==> src/rtl/controle_multiciclo_pkg.sv <==
// Shared definitions for the multicycle control unit.
//   - opcode_e : instruction opcodes (NOP..HALT)
//   - estado_e : FSM states of controle_multiciclo
//   - ALU operation and E-mux select codes
//   - bit positions of the instruction fields
package pkg_controle;

    typedef enum logic [3:0] {
        OpNop  = 4'h0,
        OpAdd  = 4'h1,
        OpSub  = 4'h2,
        OpAnd  = 4'h3,
        OpOr   = 4'h4,
        OpMov  = 4'h5,
        OpLdi  = 4'h6,
        OpJmp  = 4'h7,
        OpBz   = 4'h8,
        OpHalt = 4'hF
    } opcode_e;

    typedef enum logic [2:0] {
        StOcioso  = 3'd0,
        StBusca   = 3'd1,
        StDecode  = 3'd2,
        StExec    = 3'd3,
        StEscrita = 3'd4,
        StParado  = 3'd5
    } estado_e;

    // ALU operation codes
    localparam logic [1:0] AluAdd = 2'd0;
    localparam logic [1:0] AluSub = 2'd1;
    localparam logic [1:0] AluAnd = 2'd2;
    localparam logic [1:0] AluOr  = 2'd3;

    // Bank input E mux select
    localparam logic [1:0] SelEAlu = 2'd0;
    localparam logic [1:0] SelEA   = 2'd1;
    localparam logic [1:0] SelEImm = 2'd2;

    // Instruction field positions; imm8 overlaps rb
    localparam int unsigned OpcodeHi = 15;
    localparam int unsigned OpcodeLo = 12;
    localparam int unsigned RcHi     = 11;
    localparam int unsigned RcLo     = 10;
    localparam int unsigned RaHi     = 9;
    localparam int unsigned RaLo     = 8;
    localparam int unsigned RbHi     = 7;
    localparam int unsigned RbLo     = 6;
    localparam int unsigned ImmHi    = 7;
    localparam int unsigned ImmLo    = 0;

endpackage

==> src/rtl/decodificador_instr.sv <==
// Purely combinational instruction decoder.
// Ports:
//   ir          in  instruction register contents
//   alu_op      out ALU operation for ADD/SUB/AND/OR (ADD otherwise)
//   sel_e       out bank input E mux select
//   writes_reg  out instruction writes the register bank (ALU, MOV, LDI)
//   is_branch   out instruction may redirect the PC (JMP, BZ)
//   is_illegal  out opcode is not defined
module decodificador_instr
    import pkg_controle::*;
#(
    parameter int unsigned bits_palavra = 16
) (
    input  logic [bits_palavra-1:0] ir,
    output logic [1:0]              alu_op,
    output logic [1:0]              sel_e,
    output logic                    writes_reg,
    output logic                    is_branch,
    output logic                    is_illegal
);

    logic [3:0] opcode;
    assign opcode = ir[OpcodeHi:OpcodeLo];

    always_comb begin
        alu_op     = AluAdd;
        sel_e      = SelEAlu;
        writes_reg = 1'b0;
        is_branch  = 1'b0;
        is_illegal = 1'b0;
        case (opcode)
            OpNop, OpHalt: ;
            OpAdd: begin
                alu_op     = AluAdd;
                writes_reg = 1'b1;
            end
            OpSub: begin
                alu_op     = AluSub;
                writes_reg = 1'b1;
            end
            OpAnd: begin
                alu_op     = AluAnd;
                writes_reg = 1'b1;
            end
            OpOr: begin
                alu_op     = AluOr;
                writes_reg = 1'b1;
            end
            OpMov: begin
                sel_e      = SelEA;
                writes_reg = 1'b1;
            end
            OpLdi: begin
                sel_e      = SelEImm;
                writes_reg = 1'b1;
            end
            OpJmp, OpBz: is_branch = 1'b1;
            default: is_illegal = 1'b1;
        endcase
    end

endmodule

==> src/rtl/controle_multiciclo.sv <==
// Multicycle control unit: fetches instructions over a req/ack port, decodes
// them and sequences the 4x16 register bank and the ALU; owns the PC.
// Ports:
//   clock, reset        rising-edge clock, asynchronous active-low reset
//   inicio              start pulse, honoured only while idle
//   pc, imem_req        instruction address and fetch request
//   imem_ack, instr     instruction valid and instruction word
//   a_zero              bank output A is zero (BZ condition)
//   Sel_SA, Sel_SB      bank read selects
//   Sel_SC, Hab_Escrita bank write select and write enable
//   alu_op, sel_e, imm  datapath controls decoded from the IR
//   parado              machine halted
//   ilegal              one-cycle pulse on an undefined opcode
module controle_multiciclo
    import pkg_controle::*;
#(
    parameter int unsigned bits_palavra  = 16,
    parameter int unsigned end_registros = 2,
    parameter int unsigned bits_pc       = 8
) (
    input  logic                     clock,
    input  logic                     reset,
    input  logic                     inicio,
    output logic [bits_pc-1:0]       pc,
    output logic                     imem_req,
    input  logic                     imem_ack,
    input  logic [bits_palavra-1:0]  instr,
    input  logic                     a_zero,
    output logic [end_registros-1:0] Sel_SA,
    output logic [end_registros-1:0] Sel_SB,
    output logic [end_registros-1:0] Sel_SC,
    output logic                     Hab_Escrita,
    output logic [1:0]               alu_op,
    output logic [1:0]               sel_e,
    output logic [7:0]               imm,
    output logic                     parado,
    output logic                     ilegal
);

    localparam logic [bits_pc-1:0] PcInc = bits_pc'(1);

    estado_e                 estado_q, estado_d;
    logic [bits_pc-1:0]      pc_q, pc_d;
    logic [bits_palavra-1:0] ir_q, ir_d;

    logic [1:0] dec_alu_op, dec_sel_e;
    logic       dec_writes_reg, dec_is_branch, dec_is_illegal;
    logic [3:0] opcode;
    logic [bits_pc-1:0] pc_imm;
    logic       em_operacao;

    decodificador_instr #(
        .bits_palavra (bits_palavra)
    ) u_decodificador (
        .ir         (ir_q),
        .alu_op     (dec_alu_op),
        .sel_e      (dec_sel_e),
        .writes_reg (dec_writes_reg),
        .is_branch  (dec_is_branch),
        .is_illegal (dec_is_illegal)
    );

    assign opcode = ir_q[OpcodeHi:OpcodeLo];
    assign pc_imm = bits_pc'(ir_q[ImmHi:ImmLo]);
    assign pc     = pc_q;

    // Operand selects and datapath controls are only driven while an
    // instruction is in flight, so everything reads zero when idle/halted.
    assign em_operacao = (estado_q == StDecode) || (estado_q == StExec) ||
                         (estado_q == StEscrita);
    assign Sel_SA = em_operacao ? end_registros'(ir_q[RaHi:RaLo]) : '0;
    assign Sel_SB = em_operacao ? end_registros'(ir_q[RbHi:RbLo]) : '0;
    assign alu_op = em_operacao ? dec_alu_op : AluAdd;
    assign sel_e  = em_operacao ? dec_sel_e  : SelEAlu;
    assign imm    = em_operacao ? ir_q[ImmHi:ImmLo] : 8'h00;

    always_ff @(posedge clock or negedge reset) begin
        if (!reset) begin
            estado_q <= StOcioso;
            pc_q     <= '0;
            ir_q     <= '0;
        end else begin
            estado_q <= estado_d;
            pc_q     <= pc_d;
            ir_q     <= ir_d;
        end
    end

    always_comb begin
        estado_d    = estado_q;
        pc_d        = pc_q;
        ir_d        = ir_q;
        imem_req    = 1'b0;
        Hab_Escrita = 1'b0;
        Sel_SC      = '0;
        parado      = 1'b0;
        ilegal      = 1'b0;
        unique case (estado_q)
            StOcioso: begin
                if (inicio) estado_d = StBusca;
            end
            StBusca: begin
                imem_req = 1'b1;
                if (imem_ack) begin
                    ir_d     = instr;
                    estado_d = StDecode;
                end
            end
            // Gives the bank read and the ALU a cycle to settle.
            StDecode: estado_d = StExec;
            StExec: begin
                ilegal = dec_is_illegal;
                if (opcode == OpHalt) begin
                    estado_d = StParado;
                end else if (dec_writes_reg) begin
                    estado_d = StEscrita;
                end else begin
                    estado_d = StBusca;
                    if (dec_is_branch && ((opcode == OpJmp) || a_zero)) begin
                        pc_d = pc_imm;
                    end else begin
                        pc_d = pc_q + PcInc;
                    end
                end
            end
            StEscrita: begin
                Hab_Escrita = 1'b1;
                Sel_SC      = end_registros'(ir_q[RcHi:RcLo]);
                pc_d        = pc_q + PcInc;
                estado_d    = StBusca;
            end
            StParado: parado = 1'b1;
            default: estado_d = StOcioso;
        endcase
    end

endmodule

==> config.mk <==
export PLATFORM = sky130hd
export DESIGN_NAME = controle_multiciclo
export DESIGN_NICKNAME = d
export VERILOG_FILES = /design/src/rtl/controle_multiciclo_pkg.sv /design/src/rtl/decodificador_instr.sv /design/src/rtl/controle_multiciclo.sv
export SDC_FILE = /design/constraint.sdc
export NUM_CORES = 1
export LEC_CHECK = 0
export CORE_ASPECT_RATIO = 1.2
export CORE_MARGIN = 2
export CORE_UTILIZATION = 50
export CTS_CLUSTER_DIAMETER = 40
export CTS_CLUSTER_SIZE = 12
export DETAILED_ROUTE_END_ITERATION = 8
export GPL_TIMING_DRIVEN = 0
export HOLD_SLACK_MARGIN = 0.15
export PLACE_DENSITY = 0.94
export SLEW_MARGIN = 0
export SYNTH_ARGS = -nofsm -noshare
export SYNTH_HDL_FRONTEND = slang
export SYNTH_SLANG_ARGS = --single-unit
==> constraint.sdc <==
create_clock -name clock -period 3.8 [get_ports clock]
set_clock_uncertainty 0.1 [all_clocks]
set_input_delay 0.76 -clock clock [delete_from_list [all_inputs] [get_ports clock]]
set_output_delay 0.76 -clock clock [all_outputs]
set_load 0.02 [all_outputs]
== Yosys cells after proc, flatten, opt, wreduce, memory -nomap -nowiden ==
Index checks and enable logic that the tools add are counted.
Word-level totals
  flip-flop bits (word level): 27
  bits in latches: 0
  bits in writable memories: 0
  bits in read-only memories: 0
  input bits: 21
  output and inout port bits: 30
  logic and storage cells: 60
  memories: 0
Operators by class
  add/subtract/negate cells: 1
  $mul: 0
  divide/modulo/power cells: 0
  magnitude comparators: 0
  eq/ne operators: 18
  shift-type cells: 0
  mux-type cells: 24
  bitwise gates (word level): 1
  reductions and logical operators: 13
Operators by type and width (count)
  $mux W8: 4
  $pmux W3 S6: 1
  $eq A4 B3 Y1 const B: 4
  $pmux W8 S2: 1
  $mux W3: 4
  $mux W2: 5
  $reduce_or A10 Y1: 1
  $add A8 B1 Y8 const B: 1
  $eq A4 B2 Y1 const B: 2
  $eq A4 B4 Y1 const B: 2
  $ne A2 B2 Y1 const B: 4
  $mux W1: 7
  $eq A3 B2 Y1 const B: 2
  $eq A3 B3 Y1 const B: 2
  $pmux W2 S3: 1
  $reduce_and A3 Y1: 2
  $reduce_or A6 Y1: 1
  $eq A4 B1 Y1 const B: 1
  $logic_not A4 Y1: 1
  $pmux W2 S2: 1
  $eq A3 B1 Y1 const B: 1
  $logic_not A3 Y1: 1
  $logic_or A1 B1 Y1: 3
  $reduce_and A2 Y1: 1
  other kinds (4): 4

== Depth between registers and ports, before layout ==
  depth after elaboration: 8
  gate-level depth with buffers: 7
  mapped depth without buffers: 5

== Hierarchy ==
From an unflattened synthesis, not the netlist that was laid out.
Unflattened totals
  cell total of the unflattened synthesis: 148
  area total of the unflattened synthesis: 1565.3 sq um
Modules (own cells, without submodules)
  controle_multiciclo: times used 1, cells each 132, area an instance 1445.1 sq um, seq. area each 675.6 sq um
  decodificador_instr: times used 1, cells each 16, area an instance 120.1 sq um, seq. area each 0.0 sq um

== Least setup slack after synthesis ==
OpenSTA, ideal clock, no wires.
  path type: register to output
  start point: reg estado_q[1]
  end point: out sel_e[0]
  arrival time: 1.961 ns
  data required time: 2.940 ns
  path slack: 0.979 ns
  cell stages (with the launch flop): 7
  path buffers: 2
  path through: dfrtp_1 buf_6 nand2b_2 nor2_8 nor2_1 buf_4 nor4b_1
Between the ends
  cells in the longest elaborated chain, start to end: 4
  elaborated cells on any way between the ends: 6
  those cells by class: eq/ne: 3; mux: 1; reduce/logical: 2
RTL lines
  start, declared: line controle_multiciclo.sv:42  | estado_e estado_q, estado_d;
  start signal, assigned: line controle_multiciclo.sv:79  | estado_q <= StOcioso;
  start signal, assigned: line controle_multiciclo.sv:83  | estado_q <= estado_d;
  $eq A3 B2 Y1: line controle_multiciclo.sv:69  | assign em_operacao = (estado_q == StDecode) || (estado_q == StExec) ||
  $logic_or A1 B1 Y1: line controle_multiciclo.sv:69
  $logic_or A1 B1 Y1 (*): line controle_multiciclo.sv:69
  $mux W2 (*): line controle_multiciclo.sv:74  | assign sel_e = em_operacao ? dec_sel_e : SelEAlu;
  end, declared: line controle_multiciclo.sv:34  | output logic [1:0] sel_e,
Every way passes the cells marked *; elsewhere a longest branch is shown, timed or not.

== Final worst setup path ==
  start point: reg estado_q[1]
  end point: out alu_op[0]
Between the ends
  cells in the longest elaborated chain, start to end: 4
  elaborated cells on any way between the ends: 6
  those cells by class: eq/ne: 3; mux: 1; reduce/logical: 2
RTL lines
  $eq A3 B2 Y1: line controle_multiciclo.sv:69
  $logic_or A1 B1 Y1: line controle_multiciclo.sv:69
  $logic_or A1 B1 Y1 (*): line controle_multiciclo.sv:69
  $mux W2 (*): line controle_multiciclo.sv:73  | assign alu_op = em_operacao ? dec_alu_op : AluAdd;
  end, declared: line controle_multiciclo.sv:33  | output logic [1:0] alu_op,
Marks and branches as above.

==> summary.txt <==
Synth async-reset ratio: 100%
Diode count: 0
First-pass GRT wire length: 5740 um
Netlist cell types: 43
Finish-stage setup viols: 0
FMAX: 293 MHz
Largest family of logic cells by synthesized area: simple AND/OR/NAND/NOR gates
Pin count of the biggest net entering global routing: 28
Setup bufs post-CTS: 0
RSZ-0062 raised after global routing: no
Initial DRC count: 30
Post-synthesis adder-cell area fraction: 0.769%
CTS max path bufs: 2
Simple-gate share of the synthesized area: 22.0%
Drt via density: 5.53
Post-Syn Instances: 149
Vias in the first global route: 1,297
IO Pins: 51
Row cnt: 22
Leakage power: 0.900 nW
Synth top area share: 41.5%
CP Depth: 7
Crit path max-delay family: buffers and inverters
Layout cells sized above 1: 17.2%
CTS resizes: 0
Die area: 0.00373 mm^2
GRT overflow: 0
CTS hold repair buffers: 0
Antenna violations before repair: 0
Critical Path Slowest Stage Cell: clkdlybuf4s50_1
WL per Instance: 15.2 um
Clock Latency Late Sink: 0.32 ns
Worst-margin pin slew: 0.618 ns
Worst slew margin: 58.8%
Yosys reg bits: 27
CTS sink cnt: 27
# Max-Cap Violations: 0
H-tree Lvls: 1
Final core occ: 71.1%
Synth top area cells: dfrtp_1 (42%), mux2_1 (6.9%), mux2_2 (4.2%)
Status: finished clean
Max incr delay on CP: 0.68 ns
Mux share of post-synthesis cell area: 16.6%
Post-synth EDFFs: 0
Die height: 66.5 um
Core area: 0.00308 mm^2
CP Cell Sequence: buf_6 -> nand2b_2 -> nor2_8 -> nor2_1 -> buf_4 -> nor4_1 -> clkdlybuf4s50_1
Max VDD drop: 0.539 mV
FILL cells: 219
Power density over the cells: 859 mW/mm^2
All-Layer GR Usage: 19.6%
Worst Path Max Fanout: 10
Syn_area_per_cell: 10.9 um^2
Root Driver: clkbuf_4
DIE WIDTH: 56.1 um
Port Buffers: 50
Synth Area in Compound Gates: 11.6%
Post-synthesis xor/xnor area fraction: 0.538%
RePlAce Congestion: 0.836
YS warnings: 0
Area leader, netlist: dfrtp_1
Register area share after synthesis: 41.5%
Setup TNS: 0 ns
CTS tree: yes
Setup WS post-layout: 0.387 ns
Pre-antenna DRT Iters: 4
Ys flop type: dfrtp_1
CP Class: reg -> out
Net count, final: 226
Power, Total: 1.88 mW
Initial core utilization: 52.8%
Tmin final: 3.41 ns
Total CTS buffers: 3
Syn nets: 171
WP data required: 2.94 ns
Final period util: 89.8%
CTS clock-pin slew for the worst setup and hold paths: 0.14 ns
HPWL after detailed placement: 2790 um
Vias: 1,322
Crit path DAT: 2.55 ns
Critical Path End Type: primary output
Post-Place Worst Slack: 0.738 ns
Worst Reg-to-Reg Cells: 4
Final Max Slew Viols: 0
HP Class: in -> async
Critical path startpoint category: register
Buf/Inv on CP: 3
P&R area growth vs syn: 34.8%
Detailed-route DRC error count: 0
Final ANT Viol Nets: 0
Mapped Area: 0.00163 mm^2
Final Hold Vio Count: 0
WL final: 3640 um
-- power breakdown --
part	internal, mW	leakage (nW)	switching, mW
Clock	0.0410	0.0150	0.0810
Sequential	0.428	0.318	0.148
Combinational	0.602	0.567	0.583
-- cell type report --
class                      instances  area (um^2)  share of cell area [%]
timing repair buffer              50          495                    22.6
buffer                            10         97.6                    4.45
clock buffer                       4         26.3                    1.20
tap                               36         45.0                    2.05
sequential                        27          676                    30.8
multi-input combinational        108          838                    38.2
inverter                           4         15.0                   0.685
-- cells in the final DEF, fill, tap and decap left out, types with 3 or more instances in the layout --
cell type and count:
o21ai_0 6, nor2b_1 10, nor2_1 10, nand2_1 5
mux2_2 6, buf_4 4, a21oi_1 7, and2_1 3
buf_6 4, clkbuf_4 4, nand3_1 4, inv_1 4
nor3_1 6, mux2_1 10, a22oi_1 3, dfrtp_1 27
mux2i_1 6, clkdlybuf4s50_1 49
-- cell usage after synthesis (2+ instances only) --
master	instances
nand2_2	2
nand2b_2	2
mux2_1	10
a22o_1	2
o21ai_1	2
mux2_2	6
nor2b_1	10
dfrtp_1	27
buf_4	4
buf_6	4
nand3_1	4
mux2_4	2
nor4b_1	2
inv_1	4
nand2_1	5
a21oi_1	7
and2_1	3
nor2_1	10
a22oi_1	3
and3_1	2
o21ai_0	6
mux2i_1	6
nor3_1	6
-- cells by family (layout without fill, tap and decap cells) --
family	after synthesis	count (layout)
and+or+nand+nor	56	56
xor gates and xnor gates	1	1
adders and majority gates	1	1
DFF	27	27
muxes	24	24
AOI/OAI and AO/OA	26	26
buffers and inverters	14	68
-- per-stage QoR --
stage	hold WS, ns	cell area [um^2]	instances
after global placement	0.360	2170	235
after floorplan	0.349	1630	149
after CTS	0.403	2200	239
after detailed placement	0.370	2170	235
after global routing	0.351	2190	239
final	0.336	2190	239
-- flip-flops by register name (all words and copies together), names as in the netlist --
name,cells
pc,8
estado_q,3
ir_q,16
-- final timing paths --
check / from / slack, ns / endpoint
worst max-delay path: estado_q[1] / 0.39 / alu_op[0]
worst min-delay path: reset / 0.34 / ir_q[1]
worst max register to register: estado_q[0] / 1.94 / ir_q[10]
worst min register to register: ir_q[8] / 0.40 / ir_q[8]
max in group asynchronous: reset / 2.86 / ir_q[4]
min in group clock: ir_q[8] / 0.40 / ir_q[8]
-- layer usage --
layer / share of wire, % / GRT usage [%] / vias up
met3: 3.4 / 3.30 / 2
met5: 0 / 0 / -
met4: 0.69 / 4.46 / 0
met1: 39 / 21.9 / 655
li1: - / - / 633
met2: 57 / 38.4 / 32
(Power assumes the default switching activity.)
